File: src/rtl/drive_cmd_sequencer_if.sv
// Move-queue push channel between a producer (software/planner) and the
// drive command sequencer.
interface drive_cmd_sequencer_if;
  logic        push_valid;
  logic        push_ready;
  logic [2:0]  push_cmd;
  logic [7:0]  push_speed;
  logic [15:0] push_dur;

  modport master (
    output push_valid,
    output push_cmd,
    output push_speed,
    output push_dur,
    input  push_ready
  );

  modport slave (
    input  push_valid,
    input  push_cmd,
    input  push_speed,
    input  push_dur,
    output push_ready
  );
endinterface

File: src/rtl/drive_cmd_sequencer.sv
// Plays back a queue of timed moves as cmd/base_speed for the drive system,
// handing U-turns off to the drive timer through robot_busy.
module drive_cmd_sequencer #(
  parameter int FIFO_DEPTH     = 8,
  parameter int TICKS_PER_UNIT = 50000,
  parameter int SETTLE_TICKS   = 1000,
  parameter int BUSY_TIMEOUT   = 4
) (
  input  logic                          clk,
  input  logic                          rst,
  drive_cmd_sequencer_if.slave          push,
  input  logic                          start,
  input  logic                          abort,
  input  logic                          robot_busy,
  output logic [2:0]                    cmd,
  output logic [7:0]                    base_speed,
  output logic                          seq_active,
  output logic                          seq_done,
  output logic                          err_cmd,
  output logic                          err_busy,
  output logic [$clog2(FIFO_DEPTH):0]   fifo_count
);

  localparam int AW = $clog2(FIFO_DEPTH);
  localparam int CW = AW + 1;
  localparam int PW = (TICKS_PER_UNIT > 1) ? $clog2(TICKS_PER_UNIT) : 1;
  localparam int SW = (SETTLE_TICKS > 1) ? $clog2(SETTLE_TICKS) : 1;
  localparam int TW = (BUSY_TIMEOUT > 1) ? $clog2(BUSY_TIMEOUT) : 1;

  localparam logic [2:0] C_STOP  = 3'd0;
  localparam logic [2:0] C_UTURN = 3'd4;

  typedef enum logic [2:0] {
    S_IDLE,
    S_RUN,
    S_UT_ISSUE,
    S_UT_WAIT,
    S_SETTLE,
    S_ABORTING
  } state_e;

  state_e state_q, state_d;

  logic [2:0]  mem_cmd [FIFO_DEPTH];
  logic [7:0]  mem_spd [FIFO_DEPTH];
  logic [15:0] mem_dur [FIFO_DEPTH];

  logic [AW-1:0] wr_q, wr_d;
  logic [AW-1:0] rd_q, rd_d;
  logic [CW-1:0] count_q, count_d;

  logic [2:0]    cmd_q, cmd_d;
  logic [7:0]    spd_q, spd_d;
  logic [15:0]   unit_q, unit_d;
  logic [PW-1:0] pre_q, pre_d;
  logic [SW-1:0] set_q, set_d;
  logic [TW-1:0] to_q, to_d;
  logic          done_q, done_d;
  logic          errc_q, errc_d;
  logic          errb_q, errb_d;
  logic          act_q, act_d;

  logic          full;
  logic          push_fire;
  logic          wr_en;
  logic          pop;
  logic          flush;
  logic          take;
  logic          go_settle;
  logic [2:0]    h_cmd;
  logic [7:0]    h_spd;
  logic [15:0]   h_dur;

  assign full            = (count_q == CW'(FIFO_DEPTH));
  assign push.push_ready = !full;

  // abort wins over any push in the same cycle
  assign push_fire = push.push_valid && !full && !abort;
  assign wr_en     = push_fire && (push.push_cmd <= C_UTURN);
  assign errc_d    = push_fire && (push.push_cmd > C_UTURN);

  assign h_cmd = mem_cmd[rd_q];
  assign h_spd = mem_spd[rd_q];
  assign h_dur = mem_dur[rd_q];

  always_comb begin
    state_d   = state_q;
    cmd_d     = cmd_q;
    spd_d     = spd_q;
    unit_d    = unit_q;
    pre_d     = pre_q;
    set_d     = set_q;
    to_d      = to_q;
    done_d    = 1'b0;
    errb_d    = errb_q;
    flush     = 1'b0;
    take      = 1'b0;
    go_settle = 1'b0;

    if (abort && state_q != S_IDLE) begin
      flush   = 1'b1;
      state_d = S_ABORTING;
      cmd_d   = C_STOP;
      spd_d   = 8'd0;
    end else begin
      unique case (state_q)
        S_IDLE: begin
          if (abort) begin
            flush = 1'b1;
          end else if (start && count_q != '0) begin
            take   = 1'b1;
            errb_d = 1'b0;
          end
        end
        S_RUN: begin
          if (pre_q == PW'(TICKS_PER_UNIT - 1)) begin
            pre_d  = '0;
            unit_d = unit_q - 16'd1;
            if (unit_q == 16'd1) go_settle = 1'b1;
          end else begin
            pre_d = pre_q + PW'(1);
          end
        end
        S_UT_ISSUE: begin
          if (robot_busy) begin
            state_d = S_UT_WAIT;
            cmd_d   = C_STOP;
            spd_d   = 8'd0;
          end else if (to_q == TW'(BUSY_TIMEOUT - 1)) begin
            errb_d    = 1'b1;
            go_settle = 1'b1;
          end else begin
            to_d = to_q + TW'(1);
          end
        end
        S_UT_WAIT: begin
          if (!robot_busy) go_settle = 1'b1;
        end
        S_SETTLE: begin
          if (set_q == SW'(SETTLE_TICKS - 1)) begin
            if (count_q != '0) begin
              take = 1'b1;
            end else begin
              done_d  = 1'b1;
              state_d = S_IDLE;
            end
          end else begin
            set_d = set_q + SW'(1);
          end
        end
        S_ABORTING: begin
          if (!robot_busy) state_d = S_IDLE;
        end
        default: state_d = S_IDLE;
      endcase
    end

    if (go_settle) begin
      state_d = S_SETTLE;
      cmd_d   = C_STOP;
      spd_d   = 8'd0;
      set_d   = '0;
    end

    if (take) begin
      pre_d  = '0;
      unit_d = h_dur;
      to_d   = '0;
      if (h_cmd == C_UTURN) begin
        state_d = S_UT_ISSUE;
        cmd_d   = C_UTURN;
        spd_d   = h_spd;
      end else if (h_dur == 16'd0) begin
        state_d = S_SETTLE;
        cmd_d   = C_STOP;
        spd_d   = 8'd0;
        set_d   = '0;
      end else begin
        state_d = S_RUN;
        cmd_d   = h_cmd;
        spd_d   = (h_cmd == C_STOP) ? 8'd0 : h_spd;
      end
    end

    act_d = (state_d != S_IDLE);
  end

  assign pop = take;

  always_comb begin
    wr_d    = wr_q;
    rd_d    = rd_q;
    count_d = count_q;
    if (flush) begin
      rd_d    = wr_q;
      count_d = '0;
    end else begin
      if (wr_en) wr_d = wr_q + AW'(1);
      if (pop)   rd_d = rd_q + AW'(1);
      count_d = count_q + CW'(wr_en) - CW'(pop);
    end
  end

  always_ff @(posedge clk) begin
    if (wr_en) begin
      mem_cmd[wr_q] <= push.push_cmd;
      mem_spd[wr_q] <= push.push_speed;
      mem_dur[wr_q] <= push.push_dur;
    end
  end

  always_ff @(posedge clk) begin
    if (rst) begin
      state_q <= S_IDLE;
      wr_q    <= '0;
      rd_q    <= '0;
      count_q <= '0;
      cmd_q   <= C_STOP;
      spd_q   <= 8'd0;
      unit_q  <= 16'd0;
      pre_q   <= '0;
      set_q   <= '0;
      to_q    <= '0;
      done_q  <= 1'b0;
      errc_q  <= 1'b0;
      errb_q  <= 1'b0;
      act_q   <= 1'b0;
    end else begin
      state_q <= state_d;
      wr_q    <= wr_d;
      rd_q    <= rd_d;
      count_q <= count_d;
      cmd_q   <= cmd_d;
      spd_q   <= spd_d;
      unit_q  <= unit_d;
      pre_q   <= pre_d;
      set_q   <= set_d;
      to_q    <= to_d;
      done_q  <= done_d;
      errc_q  <= errc_d;
      errb_q  <= errb_d;
      act_q   <= act_d;
    end
  end

  assign cmd        = cmd_q;
  assign base_speed = spd_q;
  assign seq_active = act_q;
  assign seq_done   = done_q;
  assign err_cmd    = errc_q;
  assign err_busy   = errb_q;
  assign fifo_count = count_q;

endmodule

File: src/flat_wrapper.sv
// flat-port wrapper written by rule: the top's interface ports become plain ports
module drive_cmd_sequencer_flat 
#(
  parameter int FIFO_DEPTH     = 8,
  parameter int TICKS_PER_UNIT = 50000,
  parameter int SETTLE_TICKS   = 1000,
  parameter int BUSY_TIMEOUT   = 4
)
  (clk, rst, start, abort, robot_busy, cmd, base_speed, seq_active, seq_done, err_cmd, err_busy, fifo_count, push_push_valid, push_push_cmd, push_push_speed, push_push_dur, push_push_ready);
  drive_cmd_sequencer_if push_i ();
  input  logic clk;
  input  logic rst;
  input  logic start;
  input  logic abort;
  input  logic robot_busy;
  output logic [2:0] cmd;
  output logic [7:0] base_speed;
  output logic seq_active;
  output logic seq_done;
  output logic err_cmd;
  output logic err_busy;
  output logic [$clog2(FIFO_DEPTH):0] fifo_count;
  input wire logic [$bits(push_i.push_valid)-1:0] push_push_valid;
  input wire logic [$bits(push_i.push_cmd)-1:0] push_push_cmd;
  input wire logic [$bits(push_i.push_speed)-1:0] push_push_speed;
  input wire logic [$bits(push_i.push_dur)-1:0] push_push_dur;
  output wire logic [$bits(push_i.push_ready)-1:0] push_push_ready;
  assign push_i.push_valid = push_push_valid;
  assign push_i.push_cmd = push_push_cmd;
  assign push_i.push_speed = push_push_speed;
  assign push_i.push_dur = push_push_dur;
  assign push_push_ready = push_i.push_ready;
  drive_cmd_sequencer #(.FIFO_DEPTH(FIFO_DEPTH), .TICKS_PER_UNIT(TICKS_PER_UNIT), .SETTLE_TICKS(SETTLE_TICKS), .BUSY_TIMEOUT(BUSY_TIMEOUT)) u_core (.clk(clk), .rst(rst), .push(push_i), .start(start), .abort(abort), .robot_busy(robot_busy), .cmd(cmd), .base_speed(base_speed), .seq_active(seq_active), .seq_done(seq_done), .err_cmd(err_cmd), .err_busy(err_busy), .fifo_count(fifo_count));
endmodule
File: config.mk
export PLATFORM = sky130hd
export DESIGN_NAME = drive_cmd_sequencer_flat
export DESIGN_NICKNAME = d
export VERILOG_FILES = /design/src/rtl/drive_cmd_sequencer_if.sv /design/src/rtl/drive_cmd_sequencer.sv /design/src/flat_wrapper.sv
export SDC_FILE = /design/constraint.sdc
export NUM_CORES = 1
export LEC_CHECK = 0
export CELL_PAD_IN_SITES_DETAIL_PLACEMENT = 1
export CELL_PAD_IN_SITES_GLOBAL_PLACEMENT = 1
export CORE_MARGIN = 3
export CORE_UTILIZATION = 50
export DETAILED_ROUTE_END_ITERATION = 7
export GPL_ROUTABILITY_DRIVEN = 0
export MAX_ROUTING_LAYER = met4
export PLACE_DENSITY_LB_ADDON = 0.1
export SLEW_MARGIN = 0
export SYNTH_ARGS = -nofsm -noshare
export SYNTH_HDL_FRONTEND = slang
export SYNTH_SLANG_ARGS = --single-unit
File: constraint.sdc
create_clock -name clk -period 5.2 [get_ports clk]
set_clock_uncertainty 0.05 [all_clocks]
set_input_delay 1.04 -clock clk [delete_from_list [all_inputs] [get_ports clk]]
set_output_delay 1.04 -clock clk [all_outputs]
set_load 0.05 [all_outputs]
==> impl_metrics.py, run 1 <==
metrics = {
    "clock_network": {
        "post-cts-setup-buffers": 0,
        "h-tree-depth": 1,
        "cts_tree": "built",
        "cts_made_buffers": 30,
        "clockBufferDepth": 3,
        "cts-root-buf": "clkbuf_16",
        "ctsResizeCount": 0,
        "holdBufCountCts": 0,
        "insertion_delay_ns": 0.59,
        "clock_sinks": 291,
        "path_clk_slew_ns": 0.06,
    },
    "yosys": {
        "synthesis.nets": 850,
        "yosys_warnings": 0,
        "synth_area_leaders": "edfxtp_1 (53%), dfxtp_1 (12%), mux4_2 (10%), mux2i_1 (1.9%), nor2_1 (1.4%)",
        "ys_seq_elements": 291,
        "seq_area_frac_synth_pct": 65.4,
        "synth_edf_count": 216,
        "synth_top_cell_by_area": "edfxtp_1",
        "yosysTopAreaCellShare_pct": 53.1,
        "synthFlopType": "edfxtp_1",
        "synth_cells": 803,
        "synthArstFlopShare_pct": 0,
        "synth_commonest_cells": "edfxtp_1 (216), dfxtp_1 (75), mux4_2 (54), nor2_1 (47), inv_1 (33)",
        "avgSynthCellArea_um2": 15.2,
        "yosysMostFrequentCell": "edfxtp_1",
        "ys_types": 68,
        "syn_area_mm2": 0.0122,
    },
    "finish": {
        "layout.nets": 913,
        "syn_to_final_growth_pct": 14.9,
        "fill_cells": 2209,
        "ff_latch_area_mm2": 0.00799,
        "multi_input_area_mm2": 0.00394,
        "drive_gt1_share_pct": 16.6,
    },
    "pwr": {
        "ir_drop_mv": 0.303,
        "total_leakage_power_nw": 4.55,
        "p_per_area_mw_per_mm2": 349,
    },
    "timing": {
        "hold_violations": 0,
        "tns_ns": 0,
        "final_max_slew_viol_count": 0,
        "fin_crit_ns": 3.43,
        "rsz0062_at_grt": "false",
        "max_slew_margin_pct": 23.6,
        "setup_ws_ns": 1.77,
        "max_freq_mhz": 292,
        "post-route-period-util_pct": 65.9,
        "finalSetupViolations": 0,
        "tightestPinTransition_ns": 1.14,
    },
    "global_routing": {
        "first_global_vias": 7758,
        "grt_antenna_before_repair": 1,
        "grt_usage_pct": 22.1,
        "grt_overflow": 0,
        "grt_pass1_wl_mm": 44.2,
        "grt_max_degree": 44,
    },
    "detailed_routing": {
        "drc_errors": 0,
        "first_pass_iters": 5,
        "num_vias": 7271,
        "viasPerCell": 6.01,
        "drt_iter0_drc": 529,
        "detail-route-antenna-nets": 0,
        "wl_per_cell_um": 22.8,
        "wl_mm": 27.6,
    },
    "run": {
        "max-cap-violations": 0,
    },
    "floorplanning": {
        "start_util_pct": 51.4,
        "core_mm2": 0.0238,
        "die_h_um": 162,
        "num_rows": 56,
        "die_w_um": 162,
        "io_pins": 53,
        "die_area_mm2": 0.0263,
    },
    "worst_setup_path": {
        "r2r_slack_ns": 1.78,
        "crit_arrival_ns": 2.34,
        "ff2ff_path_depth": 6,
        "r2r_end": "u_core.set_q[9]$_SDFF_PP0_",
        "cp-start-kind": "register",
        "critical_path_class": "register to output pin",
        "critPathMaxFanout": 3,
        "cp.required_ns": 4.11,
        "endpoint_kind": "output pin",
        "crit_path_start": "u_core.fifo_count[2]$_SDFF_PP0_",
    },
    "min_path": {
        "whs_endpoint": "u_core.unit_q[1]$_SDFFE_PP0P_",
        "worst_hold_path.num_cells": 2,
        "min_from": "u_core.unit_q[1]$_SDFFE_PP0P_",
        "hp-class": "register to register",
    },
    "placement": {
        "pre_cts_slack_ns": 1.40,
        "dp_hpwl_mm": 17.6,
        "io_buffer_count": 52,
    },
    "status": {
        "status": "completed",
    },
}
-- state kept, by name, summed over array words and instances (netlist names), 4 cells and up, named ones only --
signal / cells
u_core.base_speed: 8
u_core.mem_cmd: 24
u_core.mem_dur: 128
u_core.mem_spd: 64
u_core.unit_q: 16
u_core.fifo_count: 4
u_core.set_q: 10
u_core.pre_q: 16
-- cell families after synthesis --
family | share of synthesized area [%]
adder cells (fa/ha/maj) | 1.50
flip-flops | 65.4
AND/OR/NAND/NOR | 9.51
AO/OA/AOI/OAI | 6.41
multiplexers | 12.6
XOR/XNOR | 2.08
buffers and inverters | 2.55
-- cells in the final DEF, fill, tap and decap left out, drive strengths merged, types with 14 or more instances in the layout --
cell type / synthesis / final
edfxtp: 216 / 216
dfxtp: 75 / 75
mux4: 54 / 54
clkdlybuf4s50: 0 / 52
nor2: 47 / 47
clkbuf: 20 / 37
inv: 33 / 33
nor3: 28 / 28
nand2: 23 / 23
mux2i: 23 / 23
nand4: 21 / 21
xnor2: 18 / 18
buf: 19 / 18
clkinv: 0 / 18
a211oi: 15 / 15
nand3: 14 / 14
-- per-stage QoR --
stage | instance area (um^2) | hold WS (ns) | cells | util [%] | power [mW]
after detailed placement | 13100 | 0.426 | 1153 | 55.2 | 2.95
after global routing | 14000 | 0.463 | 1210 | 59.1 | 5.09
after CTS | 14000 | 0.434 | 1209 | 59.1 | 4.95
final | 14000 | 0.433 | 1210 | 59.1 | 4.90
after floorplan | 12200 | 0.399 | 803 | - | 2.82
after global placement | 13100 | 0.410 | 1153 | 55.2 | 2.94
-- how the worst max path moves through the flow --
stage,end,slack [ns],cells past startpoint
2_1_floorplan,u_core.mem_cmd[0][0]$_DFFE_PP_,0.86,7
3_3_place_gp,u_core.fifo_count[1]$_SDFF_PP0_,1.52,10
3_5_place_dp,u_core.fifo_count[1]$_SDFF_PP0_,1.40,10
4_1_cts,u_core.set_q[9]$_SDFF_PP0_,1.67,6
5_1_grt,u_core.set_q[9]$_SDFF_PP0_,1.53,6
6_report,push_push_ready,1.77,4
-- routing by layer --
layer	vias to the layer above	part of all wire, %	global-route usage (%)
li1	3312	-	-
met1	3756	44	29.6
met2	148	50	36.4
met3	55	3.8	2.88
met4	0	2.2	5.62
met5	-	0	-
-- worst max-delay path, stage by stage, from the launching register on --
cell and delay (ns):
dfxtp_1 0.31, inv_1 0.10, ha_1 0.15, or3b_2 0.50, clkdlybuf4s50_1 0.72
-- power by group --
part	total, mW	leakage [nW]	switching (mW)	internal (mW)
logic	0.340	1.54	0.193	0.147
clock network	1.99	0.458	0.880	1.11
registers	2.56	2.55	0.0427	2.52
total	4.90	4.55	1.12	3.78
-- cell type report --
cell class              instances  share of cell area [%]
flip-flops and latches        291                    57.0
clock buffers                  37                    5.54
well taps                     319                    2.84
multi-input cells             440                    28.1
clock inverters                19                   0.990
repair buffers                 70                    4.67
diodes                          1                  0.0178
inverters                      33                   0.883
Note: power is estimated with default switching activity, not from simulation.
==> inputs of run 2 (changes only) <==
CORE_UTILIZATION = 46   (was 50)
clock period = 3.03 ns   (was 5.2 ns; I/O delays follow)
==> run 2 against run 1 <==
  * Routed wire length is 1.2% higher
  * Via count is 0.73% higher
  * Non-clock buffer count is 22 higher
  * Final area is 2.5% higher
  * Power is 74% higher
  * Die area is 8.4% higher
  * Global-route usage is 1.6 points lower
  * Register-to-register slack worse by 1.5 ns
  * Sequential power is 70% higher
  * Critical path depth is 2 higher
  * Utilization is 3.9 points lower
  * Highest routed layer unchanged
==> impl_metrics.py, run 2 (synthesized netlist as in run 1, its figures left out) <==
metrics = {
    "floorplanning": {
        "start_util_pct": 46.9,
        "num_rows": 59,
        "core_mm2": 0.0261,
        "die_area_mm2": 0.0286,
        "die_w_um": 169,
        "io_pins": 53,
        "die_h_um": 169,
    },
    "timing": {
        "final_max_slew_viol_count": 0,
        "fin_crit_ns": 2.75,
        "hold_violations": 0,
        "post-route-period-util_pct": 90.6,
        "max_slew_margin_pct": 58.0,
        "hold_ws_ns": 0.450,
        "setup_ws_ns": 0.284,
        "max_freq_mhz": 364,
        "finalSetupViolations": 0,
        "rsz0062_at_grt": "false",
        "tightestPinTransition_ns": 0.615,
        "tns_ns": 0,
    },
    "detailed_routing": {
        "wl_mm": 28.0,
        "detail-route-antenna-nets": 0,
        "num_vias": 7324,
        "wl_per_cell_um": 22.5,
        "first_pass_iters": 5,
        "drc_errors": 0,
        "drt_iter0_drc": 483,
        "viasPerCell": 5.90,
    },
    "placement": {
        "dp_hpwl_mm": 18.1,
        "pre_cts_slack_ns": 0.0313,
        "io_buffer_count": 52,
        "placed_cell_area_mm2": 0.0135,
        "dp.cells": 1191,
    },
    "clock_network": {
        "cts-root-buf": "clkbuf_16",
        "h-tree-depth": 1,
        "cts_tree": "built",
        "insertion_delay_ns": 0.57,
        "clock_sinks": 291,
        "cts_made_buffers": 31,
        "clockBufferDepth": 3,
        "path_clk_slew_ns": 0.06,
        "holdBufCountCts": 0,
    },
    "global_routing": {
        "grt_overflow": 0,
        "grt_antenna_before_repair": 0,
        "grt_usage_pct": 20.5,
        "grt_pass1_wl_mm": 44.8,
        "first_global_vias": 7880,
        "grt_max_degree": 53,
    },
    "status": {
        "status": "completed",
    },
    "finish": {
        "regMostFlops": "u_core.mem_dur",
        "fin_cells": 1241,
        "syn_to_final_growth_pct": 17.7,
        "largest_reg_flops": 128,
        "largestRegisters": "u_core.mem_dur: 128 flops, u_core.mem_spd: 64 flops, u_core.mem_cmd: 24 flops",
        "drive_gt1_share_pct": 18.7,
        "fin_area_mm2": 0.0144,
        "layout.nets": 936,
        "fill_cells": 2443,
        "num_antenna_cells": 0,
        "final_cell_mix": "edfxtp_1 (216), dfxtp_1 (71), mux4_2 (54), clkdlybuf4s50_1 (51), nor2_1 (41)",
        "post-route-util_pct": 55.2,
        "final_common_cell": "edfxtp_1",
    },
    "worst_setup_path": {
        "critPathMaxFanout": 32,
        "cp_slowest_cell": "or4_1",
        "cpLargestDelayFamily": "simple AND/OR/NAND/NOR gates",
        "cp-start-kind": "register",
        "worstPathCellList": "buf_12 -> mux4_2 -> mux2i_1 -> nand4_1 -> or4_1 -> o32ai_1",
        "cp.required_ns": 3.44,
        "crit_arrival_ns": 3.15,
        "path_buf_inv": 1,
        "critical_path_class": "register to register",
        "cpPeakStageDelay_ns": 0.64,
        "endpoint_kind": "register",
    },
    "min_path": {
        "min_from": "u_core.unit_q[1]$_SDFFE_PP0P_",
        "hp-class": "register to register",
    },
    "pwr": {
        "ir_drop_mv": 0.469,
        "total_power_mw": 8.54,
        "total_leakage_power_nw": 4.68,
        "p_per_area_mw_per_mm2": 594,
    },
    "run": {
        "max-cap-violations": 0,
    },
}
==> run 2: changes by cell type in the layout (fill, tap and decap cells not counted), moves of 2 or more <==
cell / delta
dfxtp_2: +2
nor3_4: +2
clkbuf_1: -4
clkinv_1: +2
dfxtp_1: -2
clkinv_2: -7
buf_12: +11
buf_4: +11
nor3_2: -2
==> run 2: worst reg2reg max path, delay by kind of cell, from the launching register on <==
| kind | cells | cell delay, ns |
|---|---|---|
| buffers and inverters | 1 | 0.25 |
| AO/OA/AOI/OAI | 1 | 0.17 |
| AND/OR/NAND/NOR | 2 | 0.90 |
| flip-flops | 1 | 0.36 |
| multiplexers | 2 | 0.91 |
==> run 2: layout make-up <==
class | count | area, um^2 | share of cell area, %
flip-flops and latches | 291 | 8000 | 55.6
multi-input cells | 440 | 3960 | 27.5
repair buffers | 92 | 957 | 6.66
clock buffers | 34 | 787 | 5.47
well taps | 335 | 419 | 2.91
clock inverters | 16 | 139 | 0.966
inverters | 33 | 124 | 0.861
==> run 2: path summary, 6_finish.rpt <==
kind                            slack, ns                            end  depth (start not counted)
worst min-delay path                 0.45  u_core.unit_q[1]$_SDFFE_PP0P_                          2
worst min register to register       0.45  u_core.unit_q[1]$_SDFFE_PP0P_                          2
worst max-delay path                 0.28   u_core.state_q[2]$_SDFF_PP0_                          6
worst max register to register       0.28   u_core.state_q[2]$_SDFF_PP0_                          6
==> run 2: per-layer routing <==
layer | global-route usage [%] | vias up | wire (um)
met1 | 26.7 | 3749 | 12300
met2 | 34.5 | 162 | 13900
li1 | - | 3365 | -
met3 | 3.55 | 48 | 1220
met5 | - | - | 0
met4 | 4.23 | 0 | 560
==> run 2: repair_timing <==
item | CTS | global route
resized for setup | 1 | 1
buffers inserted | 0 | 0
cloned | 0 | 0
endpoints found under the setup margin | 1 | 2
==> run 2: where the power goes <==
group / internal (mW) / switching [mW] / total (mW)
Combinational: 0.285 / 0.390 / 0.675
Sequential: 4.33 / 0.0282 / 4.36
Clock: 2.02 / 1.49 / 3.51
Total: 6.63 / 1.91 / 8.54
==> inputs of run 3 (changes only) <==
CELL_PAD_IN_SITES_DETAIL_PLACEMENT = not set   (was 1)
CELL_PAD_IN_SITES_GLOBAL_PLACEMENT = not set   (was 1)
CORE_UTILIZATION = 50   (was 46)
PLACE_DENSITY = 0.7   (was not set)
PLACE_DENSITY_LB_ADDON = not set   (was 0.1)
SETUP_SLACK_MARGIN = 0.05   (was not set)
==> run 3 against run 2 <==
  * Cell count increased by 0.16%
  * Sequential power about the same
  * Critical endpoint is now push_push_ready
  * Largest cell class unchanged
  * Fmax shrank 4.8%
  * Critical path depth decreased by 2
  * Worst setup slack worse by 0.14 ns
  * Via count down 2.0%
==> impl_metrics.py, run 3 (synthesized netlist as in run 1, its figures left out) <==
metrics = {
    "clock_network": {
        "insertion_delay_ns": 0.56,
        "clock_sinks": 291,
        "cts_tree": "built",
        "holdBufCountCts": 0,
        "cts_made_buffers": 30,
        "post-cts-setup-buffers": 0,
        "path_clk_slew_ns": 0.07,
        "h-tree-depth": 1,
        "cts-root-buf": "clkbuf_16",
        "ctsResizeCount": 0,
        "clockBufferDepth": 3,
    },
    "finish": {
        "largest_reg_flops": 128,
        "fin_area_mm2": 0.0146,
        "drive_gt1_share_pct": 20.1,
        "fill_cells": 1736,
        "regMostFlops": "u_core.mem_dur",
        "final_common_cell": "edfxtp_1",
        "final_cell_mix": "edfxtp_1 (216), dfxtp_1 (71), mux4_2 (54), clkdlybuf4s50_1 (52)",
        "post-route-util_pct": 61.5,
        "layout.nets": 947,
        "syn_to_final_growth_pct": 19.5,
        "largestRegisters": "u_core.mem_dur: 128 flops, u_core.mem_spd: 64 flops, u_core.mem_cmd: 24 flops",
        "num_antenna_cells": 0,
    },
    "pwr": {
        "p_seq_share_pct": 49.4,
        "p_sw_mw": 1.91,
        "power_frac_comb_pct": 7.5,
        "internal_power_mw": 6.93,
        "total_leakage_power_nw": 4.79,
        "total_power_mw": 8.84,
        "ir_drop_mv": 0.416,
        "p_per_area_mw_per_mm2": 605,
        "clock_power_share_pct": 43.1,
        "p_sw_share_pct": 21.6,
    },
    "worst_setup_path": {
        "cpLargestDelayFamily": "buffers and inverters",
        "cp-start-kind": "register",
        "r2r_slack_ns": 0.27,
        "ff2ff_path_depth": 6,
        "path_buf_inv": 2,
        "cp.required_ns": 2.37,
        "critPathMaxFanout": 3,
        "crit_cells": 4,
        "endpoint_kind": "output pin",
        "crit_path_start": "u_core.fifo_count[2]$_SDFF_PP0_",
        "worstPathCellList": "inv_1 -> ha_1 -> or3b_4 -> clkdlybuf4s50_1",
        "cpPeakStageDelay_ns": 0.71,
        "r2r_end": "u_core.state_q[2]$_SDFF_PP0_",
        "cp_slowest_cell": "clkdlybuf4s50_1",
        "endpoint": "push_push_ready",
        "critical_path_class": "register to output pin",
        "crit_arrival_ns": 2.23,
    },
    "detailed_routing": {
        "drc_errors": 0,
        "detail-route-antenna-nets": 0,
        "first_pass_iters": 5,
        "drt_iter0_drc": 658,
        "wl_per_cell_um": 20.0,
        "wl_mm": 24.9,
        "num_vias": 7177,
        "viasPerCell": 5.77,
    },
    "floorplanning": {
        "die_h_um": 162,
        "die_w_um": 162,
        "die_area_mm2": 0.0263,
        "num_rows": 56,
        "io_pins": 53,
        "start_util_pct": 51.4,
        "core_mm2": 0.0238,
    },
    "timing": {
        "tightestPinTransition_ns": 0.967,
        "max_freq_mhz": 347,
        "finalSetupViolations": 0,
        "setup_ws_ns": 0.147,
        "tns_ns": 0,
        "fin_crit_ns": 2.88,
        "hold_violations": 0,
        "rsz0062_at_grt": "false",
        "final_max_slew_viol_count": 0,
        "max_slew_margin_pct": 33.8,
        "post-route-period-util_pct": 95.2,
    },
    "global_routing": {
        "first_global_vias": 7254,
        "grt_max_degree": 33,
        "grt_pass1_wl_mm": 40.2,
        "grt_usage_pct": 19.9,
        "grt_antenna_before_repair": 0,
        "grt_overflow": 0,
    },
    "status": {
        "status": "completed",
    },
    "placement": {
        "dp_hpwl_mm": 16.2,
        "pre_cts_slack_ns": -0.00805,
        "placed_cell_area_mm2": 0.0136,
        "io_buffer_count": 52,
    },
    "run": {
        "max-cap-violations": 0,
    },
    "min_path": {
        "hp-class": "register to register",
        "worst_hold_path.num_cells": 2,
    },
}
-- run 3: changes by cell type in the layout (fill, tap and decap cells not counted), sizes merged --
cell / change
buf: +12
bufinv: +3
clkbuf: +8
clkdlybuf4s50: +1
clkinv: -5
clkinvlp: +1
dlygate4sd2: -1
inv: -1
-- run 3: how the worst min path moves through the flow --
stage | endpoint | startpoint
global route | u_core.unit_q[1]$_SDFFE_PP0P_ | u_core.unit_q[1]$_SDFFE_PP0P_
CTS | u_core.unit_q[1]$_SDFFE_PP0P_ | u_core.unit_q[1]$_SDFFE_PP0P_
floorplan | u_core.unit_q[1]$_SDFFE_PP0P_ | u_core.unit_q[1]$_SDFFE_PP0P_
detailed placement | u_core.unit_q[1]$_SDFFE_PP0P_ | u_core.unit_q[1]$_SDFFE_PP0P_
global placement | u_core.unit_q[1]$_SDFFE_PP0P_ | u_core.unit_q[1]$_SDFFE_PP0P_
finish | u_core.unit_q[1]$_SDFFE_PP0P_ | u_core.unit_q[1]$_SDFFE_PP0P_
-- run 3: area by class of cell --
cell class,instances,area (um^2),area share [%]
tap,319,399,2.73
timing repair buffer,104,1050,7.18
sequential,291,8000,54.8
clock inverter,14,228,1.56
multi-input combinational,440,3990,27.3
clock buffer,42,816,5.59
inverter,33,124,0.848
-- run 3: tightest hold or removal path, delay by kind of cell (launching register included) --
kind / cells / cell delay [ns]
and+or+nand+nor: 1 / 0.06
DFF: 1 / 0.32
AOI/OAI and AO/OA: 1 / 0.05
-- run 3: per-stage QoR --
| step | hold WS, ns | cells |
|---|---|---|
| 2_1_floorplan | 0.399 | 803 |
| 3_3_place_gp | 0.412 | 1187 |
| 3_5_place_dp | 0.418 | 1187 |
| 4_1_cts | 0.426 | 1243 |
| 5_1_grt | 0.449 | 1243 |
| 6_report | 0.425 | 1243 |
-- run 3: metal layers --
layer | vias to the layer above | track usage, % | part of all wire, %
li1 | 3373 | - | -
met1 | 3581 | 27.8 | 45
met2 | 195 | 31.7 | 48
met3 | 28 | 2.65 | 5.1
met4 | 0 | 4.58 | 1.7
met5 | - | - | 0
-- run 3: power groups by stage --
| stage | Clock (mW) | Combinational, mW | Sequential (mW) |
|---|---|---|---|
| 3_3_place_gp | 0 | 0.654 | 4.45 |
| 5_1_grt | 4.06 | 0.716 | 4.37 |
| 2_1_floorplan | 0 | 0.384 | 4.46 |
| 4_1_cts | 3.89 | 0.664 | 4.37 |
| 3_5_place_dp | 0 | 0.660 | 4.45 |
| 6_report | 3.81 | 0.665 | 4.37 |
